### config.mk
export PLATFORM = sky130hd
export DESIGN_NAME = timer_cmp
export DESIGN_NICKNAME = d
export VERILOG_FILES = /design/src/rtl/timer_cmp.sv
export SDC_FILE = /design/constraint.sdc
export NUM_CORES = 1
export LEC_CHECK = 0
export CORE_AREA = 2 2 186 188
export DETAILED_ROUTE_END_ITERATION = 8
export DIE_AREA = 0 0 188 190
export DONT_BUFFER_PORTS = 1
export SYNTH_ARGS = -nofsm -noshare
export SYNTH_HDL_FRONTEND = slang
export SYNTH_SLANG_ARGS = --single-unit
export TNS_END_PERCENT = 50
### constraint.sdc
create_clock -name clock -period 6.1 [get_ports clock]
set_clock_uncertainty 0.1 [all_clocks]
set_input_delay 1.525 -clock clock [delete_from_list [all_inputs] [get_ports clock]]
set_output_delay 1.525 -clock clock [all_outputs]
set_load 0.02 [all_outputs]
### src/rtl/timer_cmp.sv
// Memory-mapped machine timer: prescaled 64-bit mtime, 64-bit mtimecmp and a level interrupt.
// A read of mtime_lo snapshots mtime_hi so that a lo-then-hi read sequence is tear-free.
module timer_cmp #(
  parameter int unsigned CLK_HZ  = 50_000_000,
  parameter int unsigned TICK_HZ = 1_000_000
) (
  input  logic        clock,
  input  logic        reset,
  input  logic        sel,
  input  logic        we,
  input  logic [31:0] addr,
  input  logic [31:0] din,
  output logic [31:0] dout,
  output logic        irq,
  output logic        tick
);

  localparam int unsigned DIV = CLK_HZ / TICK_HZ;
  localparam int unsigned PW  = (DIV > 1) ? $clog2(DIV) : 1;
  localparam logic [PW-1:0] PRESC_MAX = PW'(DIV - 1);

  localparam logic [1:0] REG_MTIME_LO = 2'd0;
  localparam logic [1:0] REG_MTIME_HI = 2'd1;
  localparam logic [1:0] REG_CMP_LO   = 2'd2;
  localparam logic [1:0] REG_CMP_HI   = 2'd3;

  logic [PW-1:0] presc_q, presc_d;
  logic [63:0]   mtime_q, mtime_d;
  logic [31:0]   snap_q, snap_d;
  logic [63:0]   cmp_q, cmp_d;
  logic [31:0]   dout_q, dout_d;
  logic          irq_q, irq_d;
  logic          tick_q, tick_d;

  logic       inc;
  logic       rd_en;
  logic       wr_en;
  logic [1:0] reg_sel;

  // Only addr[3:2] selects a register; the remaining bits are deliberately ignored.
  logic unused_addr;
  assign unused_addr = ^{addr[31:4], addr[1:0]};

  assign reg_sel = addr[3:2];
  assign rd_en   = sel & ~we;
  assign wr_en   = sel & we;
  assign inc     = (presc_q == PRESC_MAX);

  always_comb begin
    // NOTE: every combinational output gets a default first so no path can infer a latch.
    presc_d = inc ? '0 : presc_q + PW'(1);
    mtime_d = mtime_q + 64'(inc);
    tick_d  = inc;
    irq_d   = (mtime_q >= cmp_q);
    snap_d  = snap_q;
    cmp_d   = cmp_q;
    dout_d  = dout_q;

    // Reads use the pre-edge mtime, so a read on an increment edge sees the old value.
    if (rd_en) begin
      case (reg_sel)
        REG_MTIME_LO: begin
          dout_d = mtime_q[31:0];
          snap_d = mtime_q[63:32];
        end
        REG_MTIME_HI: dout_d = snap_q;
        REG_CMP_LO:   dout_d = cmp_q[31:0];
        REG_CMP_HI:   dout_d = cmp_q[63:32];
        default:      dout_d = dout_q;
      endcase
    end

    if (wr_en) begin
      case (reg_sel)
        REG_CMP_LO: cmp_d[31:0]  = din;
        REG_CMP_HI: cmp_d[63:32] = din;
        default:    cmp_d        = cmp_q;
      endcase
    end
  end

  always_ff @(posedge clock) begin
    // NOTE: state registers use non-blocking assignments so every flop samples pre-edge values.
    if (reset) begin
      presc_q <= '0;
      mtime_q <= '0;
      snap_q  <= '0;
      cmp_q   <= '1;
      dout_q  <= '0;
      irq_q   <= 1'b0;
      tick_q  <= 1'b0;
    end else begin
      presc_q <= presc_d;
      mtime_q <= mtime_d;
      snap_q  <= snap_d;
      cmp_q   <= cmp_d;
      dout_q  <= dout_d;
      irq_q   <= irq_d;
      tick_q  <= tick_d;
    end
  end

  assign dout = dout_q;
  assign irq  = irq_q;
  assign tick = tick_q;

endmodule
Word level (Yosys, flattened, before mapping)
Index checks and enable logic that the tools add are counted.

Bits in registers: 200. Output and inout port bits: 34. Logic and storage cells: 24. Bits of input ports: 68.

Equal/unequal tests: 4. Reduce and logical (&&, ||, !) cells: 5. Bitwise gates (word level): 3. Multiplexer cells: 1. Order comparisons: 1. $add $sub $neg: 2.

Operator list (count): 32-bit one-hot mux with 4 select lines (1); 64-bit by 1-bit adder with 64-bit output (1); 64-bit greater-or-equal comparator (1); 6-bit by 1-bit adder with 6-bit output (second input constant) (1); 6-bit equality test (second input constant) (1); 2-bit AND reduction (3); 2-bit equality test (second input constant) (2); 1-bit AND (2); 2-bit by 1-bit equality test with 1-bit output (second input constant) (1); 2-bit logical NOT (1); 2-bit OR reduction (1); 1-bit inverter (1).

Longest topological paths before layout
Word-level depth: 3. Depth in mapped cells: 12. Gate-level depth less buffers: 11.

Worst setup path after synthesis
OpenSTA, ideal clock, no wires.

Path type: in2reg. From: in addr[3]. To: reg dout_q[2] (netlist: dout[2]). Library setup time: 0.132 ns. Data required time: 5.868 ns. Path buffers: 2. Arrival time: 3.020 ns. Stages: 5. Slack: 2.848 ns. Cell sequence: clkbuf_1 buf_1 mux4_2 nand2_1 a21oi_1.

Longest elaborated chain between the ends: 2.

Ends and longest elaborated chain: start, declared (RTL line 11) `input logic [31:0] addr,`; 2-bit equality test, or another cell as far along (RTL line 61) `case (reg_sel)`; 32-bit one-hot mux with 4 select lines (*) (RTL line 61); end signal, assigned (RTL line 97) `dout_q <= dout_d;`; end, declared (RTL line 31) `logic [31:0] dout_q, dout_d;`.

Mark *: on every way between the ends. The rest lies on a longest branch, timed or not. A chain may end at the register's enable or synchronous reset.

Worst setup path in the final report
From: reg presc_q[0]. To: reg mtime_q[62].

Longest elaborated chain between the ends: 2.

Ends and longest elaborated chain: start, declared (RTL line 27) `logic [PW-1:0] presc_q, presc_d;`; start signal, assigned (RTL line 93) `presc_q <= presc_d;`; 6-bit equality test (RTL line 47) `assign inc = (presc_q == PRESC_MAX);`; via inc (RTL line 35) `logic inc;`; 64-bit by 1-bit adder with 64-bit output (RTL line 52) `mtime_d = mtime_q + 64'(inc);`; end signal, assigned (RTL line 94) `mtime_q <= mtime_d;`; end, declared (RTL line 28) `logic [63:0] mtime_q, mtime_d;`.

The timed path passes the listed nets, and every way through them passes these cells.

==> flow_summary.html <==
<table>
<tr><th>Metric</th><th>Value</th></tr>
<tr><th colspan="2">Outcome</th></tr>
<tr><td>Result of the run</td><td>finished, final reports clean</td></tr>
<tr><th colspan="2">Detailed routing</th></tr>
<tr><td>Vias/cell</td><td>5.00</td></tr>
<tr><td>Routed length per instance</td><td>around 16 um</td></tr>
<tr><td>ANT nets after route</td><td>0</td></tr>
<tr><td>Wire length after detailed routing</td><td>25.5 mm</td></tr>
<tr><td>Detailed router's first-iteration violation count</td><td>602</td></tr>
<tr><td>DR DRC count</td><td>0</td></tr>
<tr><td>Number of vias after detailed routing</td><td>7885</td></tr>
<tr><td>Pre-Repair DR Iteration Count</td><td>8</td></tr>
<tr><th colspan="2">CTS</th></tr>
<tr><td>Post_cts resized</td><td>0</td></tr>
<tr><td>Clock buffer count from CTS</td><td>17</td></tr>
<tr><td>Setup bufs post-CTS</td><td>0</td></tr>
<tr><td>Worst-Skew Late Latency</td><td>approximately 0.44 ns</td></tr>
<tr><td>Reg clk slew, reported paths</td><td>0.07 ns</td></tr>
<tr><td>Root cell of the clock tree</td><td>sky130_fd_sc_hd__clkbuf_16</td></tr>
<tr><td>Clock buffer depth</td><td>2</td></tr>
<tr><td>Number of levels in the clock H-tree</td><td>4</td></tr>
<tr><td>Clock sink total</td><td>200</td></tr>
<tr><td>Count of hold-fix buffers inserted at cts</td><td>0</td></tr>
<tr><td>CTS tree</td><td>built</td></tr>
<tr><th colspan="2">Pwr</th></tr>
<tr><td>Internal power</td><td>0.00196 W</td></tr>
<tr><td>Clk network pwr share</td><td>42.3%</td></tr>
<tr><td>Leakage power figure</td><td>~4.3 nW</td></tr>
<tr><td>Post-layout total power</td><td>0.00256 W</td></tr>
<tr><td>Switching power as a share of total power</td><td>23.3%</td></tr>
<tr><td>NetSw</td><td>0.000597 W</td></tr>
<tr><td>Sequential fraction of design power</td><td>53.2%</td></tr>
<tr><td>Worst vdd ir</td><td>0.184 mV</td></tr>
<tr><td>Combinational fraction of design power</td><td>4.5%</td></tr>
<tr><td>Power per unit of standard cell area</td><td>~240 mW/mm2</td></tr>
<tr><th colspan="2">STA</th></tr>
<tr><td>RSZ-0062 raised after global routing</td><td>false</td></tr>
<tr><td>Worst slack on hold paths</td><td>0.357 ns</td></tr>
<tr><td>Least-Margin Pin Slew</td><td>1.18 ns</td></tr>
<tr><td>Final max-slew violation count</td><td>0</td></tr>
<tr><td>Shortest clock period the worst path allows after layout</td><td>3.23 ns</td></tr>
<tr><td>Fin crit share</td><td>52.9%</td></tr>
<tr><td>Total Neg Setup Slack</td><td>0 ns</td></tr>
<tr><td>Peak Freq</td><td>310 MHz</td></tr>
<tr><td>Normalized max-slew margin</td><td>20.8%</td></tr>
<tr><td>Final setup violation count</td><td>0</td></tr>
<tr><td>Final count of hold timing violations</td><td>0</td></tr>
<tr><th colspan="2">Yosys</th></tr>
<tr><td>Synthesized instance count</td><td>between 1000 and 1500</td></tr>
<tr><td>Register bit total from synthesis</td><td>200</td></tr>
<tr><td>Dominant cells by area after synthesis</td><td>sky130_fd_sc_hd__dfxtp_1 (40%), sky130_fd_sc_hd__ha_1 (8.6%), sky130_fd_sc_hd__mux4_2 (7.3%)</td></tr>
<tr><td>Post-Synthesis Cell Area</td><td>0.00994 mm2</td></tr>
<tr><td>Syn Nets</td><td>1288</td></tr>
<tr><td>Sequential share of the synthesized area</td><td>40.3%</td></tr>
<tr><td>Synth top area share</td><td>40.3%</td></tr>
<tr><td>Synth Warn #</td><td>0</td></tr>
<tr><td>Cell type with the largest total area after synthesis</td><td>sky130_fd_sc_hd__dfxtp_1</td></tr>
<tr><td>Synth Area per Inst</td><td>8.63 um2</td></tr>
<tr><td>Number of distinct standard cells referenced by the synthesized netlist</td><td>37</td></tr>
<tr><th colspan="2">Critical path</th></tr>
<tr><td>Required @ worst endpoint</td><td>6.32 ns</td></tr>
<tr><td>Peak per-stage delay on the critical path</td><td>0.58 ns</td></tr>
<tr><td>Worst endpoint data arrival time</td><td>3.45 ns</td></tr>
<tr><td>Crit. End Element</td><td>register</td></tr>
<tr><td>CP Class</td><td>register to register</td></tr>
<tr><td>Startpoint of the worst-slack reg-to-reg timing path</td><td>presc_q[0]$_SDFF_PP0_</td></tr>
<tr><td>Maximum fanout encountered on the critical timing path</td><td>13</td></tr>
<tr><td>Most Frequent Cell on Critical Path</td><td>sky130_fd_sc_hd__ha_1</td></tr>
<tr><td>Worst setup SP type</td><td>register</td></tr>
<tr><td>Cell-by-cell listing of the critical path</td><td>ha_1, nand4b_1, nor2_1, ha_1, ha_1, and3_1, nand4_1, nor4_1, xnor2_1, nor2_1</td></tr>
<tr><td>CP max-delay cell</td><td>sky130_fd_sc_hd__nand4_1</td></tr>
<tr><td>Worst setup path start</td><td>presc_q[0]$_SDFF_PP0_</td></tr>
<tr><th colspan="2">Global routing</th></tr>
<tr><td>First-pass GRT wire length</td><td>40.9 mm</td></tr>
<tr><td>Total global-route track usage</td><td>14.4%</td></tr>
<tr><td>Maximum number of pins on one net before global-route repair</td><td>200</td></tr>
<tr><td>GR Overflow Total</td><td>0</td></tr>
<tr><td>Via count of the first global-routing pass</td><td>roughly 7500</td></tr>
<tr><td>Antenna violations before repair</td><td>0</td></tr>
<tr><th colspan="2">Die</th></tr>
<tr><td>Core area</td><td>0.0339 mm2</td></tr>
<tr><td>DIE WIDTH</td><td>188 um</td></tr>
<tr><td>Site Rows</td><td>68</td></tr>
<tr><td>Starting density of the core</td><td>between 20 and 30%</td></tr>
<tr><td># IOs</td><td>102</td></tr>
<tr><td>Floorplan die area</td><td>about 0.036 mm2</td></tr>
<tr><td>Die Y</td><td>190 um</td></tr>
<tr><th colspan="2">Finish</th></tr>
<tr><td>Post-Layout Inst Area</td><td>0.0109 mm2</td></tr>
<tr><td>Fraction of final layout cells with drive strength greater than 1</td><td>6.86%</td></tr>
<tr><td>Nets</td><td>1247</td></tr>
<tr><td>Total area of sequential cells</td><td>0.00400 mm2</td></tr>
<tr><td>Antenna diode instance count</td><td>0</td></tr>
<tr><td>Area Overhead vs Synth</td><td>9.48%</td></tr>
<tr><td>Multi-input logic area</td><td>between 0.005 and 0.006 mm2</td></tr>
<tr><td># fillers</td><td>3509</td></tr>
<tr><td>Final std cells w/o fill</td><td>approximately 1600</td></tr>
<tr><th colspan="2">Placed design</th></tr>
<tr><td>Placement-stage cell area</td><td>0.0103 mm2</td></tr>
<tr><td>Cell count after placement</td><td>1547</td></tr>
<tr><td>Total half-perimeter wirelength after legalization and detailed placement</td><td>17.7 mm</td></tr>
<tr><td>Number of port buffers</td><td>0</td></tr>
<tr><td>Final weighted congestion in routability-driven placement</td><td>0.791</td></tr>
<tr><th colspan="2">Hold path</th></tr>
<tr><td>Worst min-delay path class</td><td>register to register</td></tr>
<tr><td>Beginning of the worst hold path</td><td>snap_q[17]$_SDFFE_PP0P_</td></tr>
<tr><th colspan="2">Run</th></tr>
<tr><td>Maxcap violations</td><td>0</td></tr>
</table>
## power groups by stage
| stage | clock, W | sequential [W] | combinational (W) |
|---|---|---|---|
| 2_1_floorplan | 0 | 0.00139 | 0.000120 |
| 3_3_place_gp | 0 | 0.00139 | 0.000115 |
| 3_5_place_dp | 0 | 0.00139 | 0.000118 |
| 4_1_cts | 0.00111 | 0.00136 | 0.000118 |
| 5_1_grt | 0.00116 | 0.00136 | 0.000132 |
| 6_report | 0.00108 | 0.00136 | 0.000116 |
## layout by cell type (no fill, tap or decap), types with 32 or more instances in the layout
cell type	count
sky130_fd_sc_hd__a211o_1	64
sky130_fd_sc_hd__a21oi_1	99
sky130_fd_sc_hd__dfxtp_1	200
sky130_fd_sc_hd__ha_1	68
sky130_fd_sc_hd__inv_1	78
sky130_fd_sc_hd__mux4_2	32
sky130_fd_sc_hd__nand2_1	166
sky130_fd_sc_hd__nand3_1	32
sky130_fd_sc_hd__nor2_1	138
sky130_fd_sc_hd__xnor2_1	42
## synth_stat cells
| cell | number |
|---|---|
| sky130_fd_sc_hd__dfxtp_1 | 200 |
| sky130_fd_sc_hd__nand2_1 | 166 |
| sky130_fd_sc_hd__nor2_1 | 140 |
| sky130_fd_sc_hd__a21oi_1 | 99 |
| sky130_fd_sc_hd__inv_1 | 78 |
| sky130_fd_sc_hd__ha_1 | 68 |
| sky130_fd_sc_hd__a211o_1 | 64 |
| sky130_fd_sc_hd__clkbuf_1 | 59 |
| sky130_fd_sc_hd__xnor2_1 | 42 |
| sky130_fd_sc_hd__mux4_2 | 32 |
| sky130_fd_sc_hd__nand3_1 | 32 |
| sky130_fd_sc_hd__nand4_1 | 27 |
| sky130_fd_sc_hd__nor4_1 | 21 |
| sky130_fd_sc_hd__nor3_1 | 19 |
| sky130_fd_sc_hd__o21ai_0 | 19 |
| sky130_fd_sc_hd__xor2_1 | 15 |
| sky130_fd_sc_hd__or3_1 | 12 |
| sky130_fd_sc_hd__and4_1 | 10 |
| sky130_fd_sc_hd__buf_1 | 8 |
| sky130_fd_sc_hd__a21o_1 | 7 |
| sky130_fd_sc_hd__nor2b_1 | 6 |
| sky130_fd_sc_hd__and3_1 | 5 |
| sky130_fd_sc_hd__nand2b_1 | 5 |
| sky130_fd_sc_hd__a211oi_1 | 3 |
| sky130_fd_sc_hd__or2_2 | 2 |
| sky130_fd_sc_hd__or4_1 | 2 |
| sky130_fd_sc_hd__a2111oi_0 | 1 |
| sky130_fd_sc_hd__a21boi_0 | 1 |
| sky130_fd_sc_hd__a41oi_1 | 1 |
| sky130_fd_sc_hd__nand3b_1 | 1 |
| sky130_fd_sc_hd__nand4_2 | 1 |
| sky130_fd_sc_hd__nand4b_1 | 1 |
| sky130_fd_sc_hd__nand4bb_1 | 1 |
| sky130_fd_sc_hd__nor3b_1 | 1 |
| sky130_fd_sc_hd__nor4b_1 | 1 |
| sky130_fd_sc_hd__o211ai_1 | 1 |
| sky130_fd_sc_hd__o41a_1 | 1 |
## kinds of logic after synthesis
logic type / after synthesis / synth area share (%)
AO/OA/AOI/OAI: 197 / 12.8
XOR/XNOR: 57 / 5.02
adder cells (fa/ha/maj): 68 / 8.56
buffers and inverters: 145 / 5.48
flip-flops: 200 / 40.3
multiplexers: 32 / 7.25
AND/OR/NAND/NOR: 453 / 20.6
## flip-flops by register name, summed over array words and instances, names as in the netlist
signal / cells
cmp_q: 64
mtime_q: 64
dout: 32
snap_q: 32
presc_q: 6
irq: 1
tick: 1
## cell type report
class | instances | share of cell area, %
clock buffers | 19 | 4.07
clock inverters | 12 | 0.954
inverters | 78 | 2.69
multi-input cells | 807 | 49.8
flip-flops and latches | 200 | 36.8
well taps | 455 | 5.23
repair buffers | 7 | 0.483
## worst paths after layout
kind	to	slack, ns	cells after the start
hold / removal	snap_q[17]$_SDFFE_PP0P_	0.36	2
hold reg to reg	snap_q[17]$_SDFFE_PP0P_	0.36	2
setup / recovery	mtime_q[62]$_SDFF_PP0_	2.87	10
setup reg to reg	mtime_q[62]$_SDFF_PP0_	2.87	10
## worst max-delay path, delay by kind of cell (launching register included)
family	cells	cell delay, ns
adders and majority gates	3	0.75
DFF	1	0.38
and+or+nand+nor	6	1.71
xor gates and xnor gates	1	0.16
## stage by stage
stage	util (%)	worst slack (ns)
after floorplan	-	2.85
after global placement	30.4	2.66
after detailed placement	30.4	2.64
after CTS	32.1	2.87
after global routing	32.1	2.62
final	32.1	2.87
## metal layers
layer	GRT usage, %	vias up	wire [um]
li1	-	3912	-
met1	18.6	3812	11700
met2	23.8	141	12000
met3	3.63	20	1390
met4	4.09	0	383
met5	0	-	0
Note: power is estimated with default switching activity, not from simulation.
